--- src/rtl/pu_ld_obuf_agen_mc_if.sv ---
// OBUF read-port bundle: beat request/accept, downstream space, and credit return.
// Latency: none, pure wiring between the address generator and the OBUF.
// Backpressure: mem_ready stalls the current beat; obuf_ld_stream_write_ready gates mem_req.
interface pu_ld_obuf_agen_mc_if #(
    parameter int MEM_AW = 9
);
    logic              mem_req;
    logic              mem_ready;
    logic [MEM_AW-1:0] mem_addr;
    logic              obuf_ld_stream_write_ready;
    logic              mem_resp_v;

    modport master (
        output mem_req,
        output mem_addr,
        input  mem_ready,
        input  obuf_ld_stream_write_ready,
        input  mem_resp_v
    );

    modport slave (
        input  mem_req,
        input  mem_addr,
        output mem_ready,
        output obuf_ld_stream_write_ready,
        output mem_resp_v
    );
endinterface

--- src/rtl/pu_ld_obuf_agen_mc.sv ---
// OBUF load address generator: nested-loop walker, NUM_FIFO sub-beats per address, credit-limited.
// Latency: mem_req eligible the cycle after start; done is a one-cycle pulse once all beats are acked.
// Backpressure: mem_addr holds while mem_ready=0; mem_req drops on no stream space or full credits.
// Optional stall counter enabled by defining PU_LD_OBUF_AGEN_PERF_EN.
module pu_ld_obuf_agen_mc #(
    parameter int ADDR_WIDTH      = 8,
    parameter int ADDR_STRIDE_W   = ADDR_WIDTH,
    parameter int LOOP_ITER_W     = 16,
    parameter int MAX_LOOPS       = 4,
    parameter int NUM_FIFO        = 2,
    parameter int FIFO_ID_W       = (NUM_FIFO > 1) ? $clog2(NUM_FIFO) : 1,
    parameter int MAX_OUTSTANDING = 8
) (
    input  logic                     clk,
    input  logic                     reset,
    input  logic                     start,
    output logic                     done,
    input  logic [ADDR_WIDTH-1:0]    base_addr,
    input  logic                     cfg_loop_iter_v,
    input  logic [LOOP_ITER_W-1:0]   cfg_loop_iter,
    input  logic                     cfg_loop_stride_v,
    input  logic [ADDR_STRIDE_W-1:0] cfg_loop_stride,
    pu_ld_obuf_agen_mc_if.master     mem,
    output logic                     busy,
    output logic [31:0]              perf_stall_cycles
);
    localparam int PTR_W = $clog2(MAX_LOOPS + 1);
    localparam int OUT_W = $clog2(MAX_OUTSTANDING + 1);

    typedef enum logic [1:0] {S_IDLE, S_RUN, S_DRAIN, S_DONE} state_t;

    state_t                   state, state_nxt;
    logic [LOOP_ITER_W-1:0]   iter_cfg   [MAX_LOOPS];
    logic [ADDR_STRIDE_W-1:0] stride_cfg [MAX_LOOPS];
    logic [PTR_W-1:0]         iter_ptr, stride_ptr, iter_ptr_nxt, stride_ptr_nxt;
    logic [LOOP_ITER_W-1:0]   idx        [MAX_LOOPS];
    logic [LOOP_ITER_W-1:0]   idx_nxt    [MAX_LOOPS];
    logic                     carry;
    logic                     walk_wrap;
    logic [ADDR_WIDTH-1:0]    base_q, loop_addr;
    logic [FIFO_ID_W-1:0]     fifo_id;
    logic [OUT_W-1:0]         outstanding;
    logic                     cfg_en, start_ok, fire, last_sub, resp_ok;

    assign cfg_en   = (state == S_IDLE);
    assign start_ok = cfg_en && start;
    assign busy     = (state != S_IDLE);

    // A cfg write coinciding with start counts toward the depth the walk uses.
    assign iter_ptr_nxt   = (cfg_en && cfg_loop_iter_v && iter_ptr != PTR_W'(MAX_LOOPS))
                            ? iter_ptr + PTR_W'(1) : iter_ptr;
    assign stride_ptr_nxt = (cfg_en && cfg_loop_stride_v && stride_ptr != PTR_W'(MAX_LOOPS))
                            ? stride_ptr + PTR_W'(1) : stride_ptr;

    assign mem.mem_req = (state == S_RUN) && mem.obuf_ld_stream_write_ready
                         && (outstanding < OUT_W'(MAX_OUTSTANDING));
    assign fire        = mem.mem_req && mem.mem_ready;
    assign last_sub    = (fifo_id == FIFO_ID_W'(NUM_FIFO - 1));
    assign resp_ok     = mem.mem_resp_v && (outstanding != '0);

    // Odometer step: innermost active level increments, carrying outward on wrap.
    always_comb begin
        carry = 1'b1;
        for (int k = MAX_LOOPS - 1; k >= 0; k--) begin
            idx_nxt[k] = idx[k];
            if ((PTR_W'(k) < iter_ptr) && carry) begin
                if (idx[k] == iter_cfg[k]) begin
                    idx_nxt[k] = '0;
                end else begin
                    idx_nxt[k] = idx[k] + LOOP_ITER_W'(1);
                    carry      = 1'b0;
                end
            end
        end
        walk_wrap = carry;
    end

    // Address = base + sum(idx*stride), modulo 2^ADDR_WIDTH; unwritten strides count as 0.
    always_comb begin
        loop_addr = base_q;
        for (int k = 0; k < MAX_LOOPS; k++) begin
            if (PTR_W'(k) < stride_ptr)
                loop_addr = loop_addr + (ADDR_WIDTH'(idx[k]) * ADDR_WIDTH'(stride_cfg[k]));
        end
    end

    if (NUM_FIFO > 1) begin : g_fid
        assign mem.mem_addr = {loop_addr, fifo_id};
    end else begin : g_nofid
        assign mem.mem_addr = loop_addr;
    end

    // Next-state logic for the walk sequencer.
    always_comb begin
        state_nxt = state;
        case (state)
            S_IDLE:  if (start) state_nxt = (iter_ptr_nxt != '0) ? S_RUN : S_DONE;
            S_RUN:   if (fire && last_sub && walk_wrap) state_nxt = S_DRAIN;
            S_DRAIN: if (outstanding == '0) state_nxt = S_DONE;
            S_DONE:  state_nxt = S_IDLE;
            default: state_nxt = S_IDLE;
        endcase
    end

    // State register and registered done pulse.
    always_ff @(posedge clk) begin
        if (reset) begin
            state <= S_IDLE;
            done  <= 1'b0;
        end else begin
            state <= state_nxt;
            done  <= (state == S_DONE);
        end
    end

    // Loop configuration tables; pointers rewind as the walk completes.
    always_ff @(posedge clk) begin
        if (reset) begin
            iter_ptr   <= '0;
            stride_ptr <= '0;
            for (int k = 0; k < MAX_LOOPS; k++) begin
                iter_cfg[k]   <= '0;
                stride_cfg[k] <= '0;
            end
        end else begin
            for (int k = 0; k < MAX_LOOPS; k++) begin
                if (cfg_en && cfg_loop_iter_v && PTR_W'(k) == iter_ptr)
                    iter_cfg[k] <= cfg_loop_iter;
                if (cfg_en && cfg_loop_stride_v && PTR_W'(k) == stride_ptr)
                    stride_cfg[k] <= cfg_loop_stride;
            end
            iter_ptr   <= (state == S_DONE) ? '0 : iter_ptr_nxt;
            stride_ptr <= (state == S_DONE) ? '0 : stride_ptr_nxt;
        end
    end

    // Walk position: sub-beat index plus per-level loop indices.
    always_ff @(posedge clk) begin
        if (reset) begin
            base_q  <= '0;
            fifo_id <= '0;
            for (int k = 0; k < MAX_LOOPS; k++) idx[k] <= '0;
        end else if (start_ok) begin
            base_q  <= base_addr;
            fifo_id <= '0;
            for (int k = 0; k < MAX_LOOPS; k++) idx[k] <= '0;
        end else if (fire) begin
            if (last_sub) begin
                fifo_id <= '0;
                for (int k = 0; k < MAX_LOOPS; k++) idx[k] <= idx_nxt[k];
            end else begin
                fifo_id <= fifo_id + FIFO_ID_W'(1);
            end
        end
    end

    // Outstanding-beat credit counter; a response with nothing outstanding is dropped.
    always_ff @(posedge clk) begin
        if (reset) begin
            outstanding <= '0;
        end else begin
            case ({fire, resp_ok})
                2'b10:   outstanding <= outstanding + OUT_W'(1);
                2'b01:   outstanding <= outstanding - OUT_W'(1);
                default: outstanding <= outstanding;
            endcase
        end
    end

`ifdef PU_LD_OBUF_AGEN_PERF_EN
    // Saturating count of RUN cycles that did not issue a beat.
    always_ff @(posedge clk) begin
        if (reset || start_ok)
            perf_stall_cycles <= '0;
        else if (state == S_RUN && !fire && perf_stall_cycles != '1)
            perf_stall_cycles <= perf_stall_cycles + 32'd1;
    end
`else
    assign perf_stall_cycles = '0;
`endif

endmodule

--- src/flat_wrapper.sv ---
// flat-port wrapper written by rule: the top's interface ports become plain ports
module pu_ld_obuf_agen_mc_flat 
#(
    parameter int ADDR_WIDTH      = 8,
    parameter int ADDR_STRIDE_W   = ADDR_WIDTH,
    parameter int LOOP_ITER_W     = 16,
    parameter int MAX_LOOPS       = 4,
    parameter int NUM_FIFO        = 2,
    parameter int FIFO_ID_W       = (NUM_FIFO > 1) ? $clog2(NUM_FIFO) : 1,
    parameter int MAX_OUTSTANDING = 8
)
  (clk, reset, start, done, base_addr, cfg_loop_iter_v, cfg_loop_iter, cfg_loop_stride_v, cfg_loop_stride, busy, perf_stall_cycles, mem_mem_req, mem_mem_addr, mem_mem_ready, mem_obuf_ld_stream_write_ready, mem_mem_resp_v);
  pu_ld_obuf_agen_mc_if #(.MEM_AW(9)) mem_i ();
  input  logic clk;
  input  logic reset;
  input  logic start;
  output logic done;
  input  logic [ADDR_WIDTH-1:0] base_addr;
  input  logic cfg_loop_iter_v;
  input  logic [LOOP_ITER_W-1:0] cfg_loop_iter;
  input  logic cfg_loop_stride_v;
  input  logic [ADDR_STRIDE_W-1:0] cfg_loop_stride;
  output logic busy;
  output logic [31:0] perf_stall_cycles;
  output wire logic [$bits(mem_i.mem_req)-1:0] mem_mem_req;
  output wire logic [$bits(mem_i.mem_addr)-1:0] mem_mem_addr;
  input wire logic [$bits(mem_i.mem_ready)-1:0] mem_mem_ready;
  input wire logic [$bits(mem_i.obuf_ld_stream_write_ready)-1:0] mem_obuf_ld_stream_write_ready;
  input wire logic [$bits(mem_i.mem_resp_v)-1:0] mem_mem_resp_v;
  assign mem_mem_req = mem_i.mem_req;
  assign mem_mem_addr = mem_i.mem_addr;
  assign mem_i.mem_ready = mem_mem_ready;
  assign mem_i.obuf_ld_stream_write_ready = mem_obuf_ld_stream_write_ready;
  assign mem_i.mem_resp_v = mem_mem_resp_v;
  pu_ld_obuf_agen_mc #(.ADDR_WIDTH(ADDR_WIDTH), .ADDR_STRIDE_W(ADDR_STRIDE_W), .LOOP_ITER_W(LOOP_ITER_W), .MAX_LOOPS(MAX_LOOPS), .NUM_FIFO(NUM_FIFO), .FIFO_ID_W(FIFO_ID_W), .MAX_OUTSTANDING(MAX_OUTSTANDING)) u_core (.clk(clk), .reset(reset), .start(start), .done(done), .base_addr(base_addr), .cfg_loop_iter_v(cfg_loop_iter_v), .cfg_loop_iter(cfg_loop_iter), .cfg_loop_stride_v(cfg_loop_stride_v), .cfg_loop_stride(cfg_loop_stride), .mem(mem_i), .busy(busy), .perf_stall_cycles(perf_stall_cycles));
endmodule
--- config.mk ---
export PLATFORM = sky130hd
export DESIGN_NAME = pu_ld_obuf_agen_mc_flat
export DESIGN_NICKNAME = d
export VERILOG_FILES = /design/src/rtl/pu_ld_obuf_agen_mc_if.sv /design/src/rtl/pu_ld_obuf_agen_mc.sv /design/src/flat_wrapper.sv
export SDC_FILE = /design/constraint.sdc
export NUM_CORES = 1
export LEC_CHECK = 0
export BUFFER_PORTS_ARGS = -buffer_cell sky130_fd_sc_hd__buf_2
export CAP_MARGIN = 20
export CORE_MARGIN = 2
export CORE_UTILIZATION = 50
export DETAILED_ROUTE_END_ITERATION = 6
export GPL_TIMING_DRIVEN = 0
export PLACE_DENSITY_LB_ADDON = 0.15
export SLEW_MARGIN = 20
export SYNTH_ARGS = -nofsm -noshare
export SYNTH_HDL_FRONTEND = slang
export SYNTH_SLANG_ARGS = --single-unit
--- constraint.sdc ---
create_clock -name clk -period 32.9 [get_ports clk]
set_input_delay 4.935 -clock clk [delete_from_list [all_inputs] [get_ports clk]]
set_output_delay 4.935 -clock clk [all_outputs]
set_load 0.01 [all_outputs]
==> impl_metrics.ini <==
[status]
status = finished clean

[worst_setup_path]
startpoint_type = register
max_stage_delay_ns = 0.58
cp_max_fo = 9
worstReg2RegStart = u_core.state[1]$_SDFFE_PP0P_
r2r_cells = 9
path_common_cell = fa_1
arrival_ns = 13.70
reg2reg_setup_slack_ns = 29.98
cp-end-kind = primary output
regToRegEndpoint = u_core.idx[1][9]$_SDFFCE_PN0P_
worst-setup-path-type = register to primary output
crit_path_top_delay_cell = fa_1
required_ns = 27.96

[timing]
finClkSkew_ns = 0.01005
finalSetupTns_ns = 0
fmax_ghz = 0.05367
rsz0062_at_grt = no
period_share_pct = 56.63
setup_viol = 0
hold_violations = 0
worst-slew-pin-transition_ns = 0.9285
fin_crit_ns = 18.63
slew_headroom_pct = 37.62
fin_ws_ns = 14.27
drv_slew = 0

[flow_run]
drv_cap = 0

[cells_and_area]
nNetsFinal = 1660
nFillCells = 2409
multi_input_area_um2 = 7694
register_area_um2 = 5085
syn_to_final_growth_pct = 10.89
fin_util_pct = 56.18
drive_above_1_share_pct = 10.79
insertedDiodeCount = 0

[clock_tree]
cts.repair.resized = 0
cts_root_buf = clkbuf_16
insertion_delay_ns = 0.43
clkSinkCount = 182
cts_tree = built
cts-buffers-inserted = 17
cts_hold_buf = 0
post_cts_buffers = 0
cts_buffer_depth = 2
h-tree-depth = 4
clkTransAtPathRegs_ns = 0.07

[yosys]
synth_simple_gate_area_share_pct = 18.96
muxShareOfSynthArea_pct = 1.489
syn_inst = 1357
synth_top_family_by_area = simple AND/OR/NAND/NOR gates
synth-seq-cells = 182
ys_warn_count = 0
synth_top_area_cell = edfxtp_1
syn_area_um2 = 13620
synth_edf_count = 144
synthTopCellsByArea = edfxtp_1, fa_1, ha_1
avgSynthCellArea_um2 = 10.03
ys_seq_area_share_pct = 37.34
synth_flop_cell = edfxtp_1
synthArstFlopShare_pct = 0
synth_compound_area_share_pct = 3.887
synth_top_area_share_pct = 31.76
synth_cell_types = 52
synthAdderAreaFrac_pct = 18.63
synth-xor-area-share_pct = 12.54

[detailed_routing]
drt-initial-drc-count = 502
dr.pass1.iters = 5
avgViaCountPerCell = 5.073
routed_wl_um = 29720
num_vias = 9207
remaining_drc_errors = 0
routedWlPerCell_um = 16.37
ant_nets = 0

[pwr]
combPwrFrac_pct = 42.0
cellPowerDensity_nw_per_um2 = 60.43
p_total_w = 0.0009124
peakVddDrop_v = 0.00004335
swShare_pct = 38.09
pwr-share-seq_pct = 33.9
pwr-share-clk_pct = 24.1
p_leak_nw = 6.775
p_int_w = 0.0005649
switchingPower_w = 0.0003475

[hold_path]
min_to = u_core.base_q[6]$_SDFFE_PP0P_
whs_path_depth = 2
hold_start = u_core.base_q[6]$_SDFFE_PP0P_
hold_path_class = register to register

[die]
die_area_um2 = 28570
die_w_um = 169.0
row_count = 60
initial_core_util_pct = 50.67
die_h_um = 169.0
io-pin-count = 84
core_um2 = 26880

[global_routing]
grt_overflow = 0
track_usage_pct = 21.63
grt_pass1_vias = 9121
grt_max_degree = 19
antenna_found_initial = 0
grt_first_pass_wirelength_um = 48040

[place]
io_buffers = 51
place_congestion = 0.8495
dp_hpwl_um = 23560
pre_cts_ws_ns = 14.58
==> synth_stat cells (38+ instances only) <==
cell / n
xnor2_1: 91
and2_1: 109
nand2_1: 141
inv_1: 129
dfxtp_1: 38
xor2_1: 104
nor2_1: 95
a21oi_1: 38
ha_1: 86
edfxtp_1: 144
and3_1: 59
clkbuf_1: 45
fa_1: 73
==> metrics by stage <==
stage          hold WS [ns]  instance area (µm²)  instances
2_1_floorplan        0.4462                13730       1388
3_3_place_gp         0.4844                14420       1780
3_5_place_dp         0.4885                14460       1783
4_1_cts              0.4998                15100       1815
5_1_grt              0.5202                15100       1815
6_report             0.4970                15100       1815
==> metal layers <==
layer | GRT usage [%] | part of all wire, %
met2 | 37.40 | 48
met5 | 0 | 0
met1 | 29.29 | 47
met3 | 2.642 | 3.4
met4 | 4.905 | 1.3
==> flip-flops by register name (all words and copies together) (netlist names) <==
signal	cells
u_core.outstanding	4
u_core.fifo_id	1
u_core.stride_ptr	3
u_core.done	1
u_core.iter_cfg	64
u_core.stride_cfg	32
u_core.iter_ptr	3
u_core.idx	64
u_core.base_q	8
u_core.state	2
==> worst max-delay path, delay by kind of cell (launching register included) <==
family	cells	cell delay, ns
AOI/OAI and AO/OA	4	0.90
xor gates and xnor gates	7	1.13
adders and majority gates	20	9.08
buffers and inverters	8	0.91
DFF	1	0.32
muxes	2	0.67
and+or+nand+nor	2	0.24
==> power groups by stage <==
stage / Sequential (W) / Clock [W] / Combinational, W
floorplan: 0.000305 / 0 / 0.000295
global placement: 0.000314 / 0 / 0.000378
detailed placement: 0.000314 / 0 / 0.000388
CTS: 0.000309 / 0.000222 / 0.000391
global route: 0.000313 / 0.000231 / 0.000444
finish: 0.000309 / 0.000220 / 0.000383
==> cells in the final DEF (no fill, tap or decap), types with 9 or more instances in the layout <==
cell type,instances
a21o_1,14
a21oi_1,38
and2_1,109
and3_1,59
buf_2,55
buf_4,33
clkbuf_1,45
clkbuf_16,17
conb_1,32
dfxtp_1,38
edfxtp_1,144
fa_1,73
ha_1,86
inv_1,129
mux2i_1,9
nand2_1,141
nand3_1,25
nand4_1,11
nor2_1,95
nor3_1,14
nor4_1,12
o21ai_0,17
xnor2_1,91
xor2_1,104
==> worst max path at each step <==
| stage | from | endpoint | depth (start not counted) |
|---|---|---|---|
| 6_report | u_core.idx[0][3]$_SDFFCE_PP0P_ | mem_mem_addr[8] | 43 |
| 5_1_grt | u_core.idx[0][3]$_SDFFCE_PP0P_ | mem_mem_addr[8] | 43 |
| 4_1_cts | u_core.idx[0][3]$_SDFFCE_PP0P_ | mem_mem_addr[8] | 43 |
| 3_5_place_dp | u_core.idx[0][3]$_SDFFCE_PP0P_ | mem_mem_addr[8] | 43 |
| 3_3_place_gp | u_core.idx[0][3]$_SDFFCE_PP0P_ | mem_mem_addr[8] | 43 |
| 2_1_floorplan | u_core.idx[0][3]$_SDFFCE_PP0P_ | mem_mem_addr[8] | 42 |
==> kinds of logic (layout without fill, tap and decap cells) <==
group	after synthesis	after routing
flip-flops	182	182
XOR/XNOR	195	195
AND/OR/NAND/NOR	499	499
multiplexers	18	18
buffers and inverters	216	302
adder cells (fa/ha/maj)	159	159
other	1	32
AO/OA/AOI/OAI	87	87
==> final cells by class <==
type	count	area share, %
buffer	87	3.215
clock buffer	17	2.817
clock inverter	15	1.392
inverter	129	3.207
multi-input combinational	990	50.95
sequential	182	33.68
tap	341	2.826
timing repair buffer	54	1.914
(Power assumes the default switching activity.)
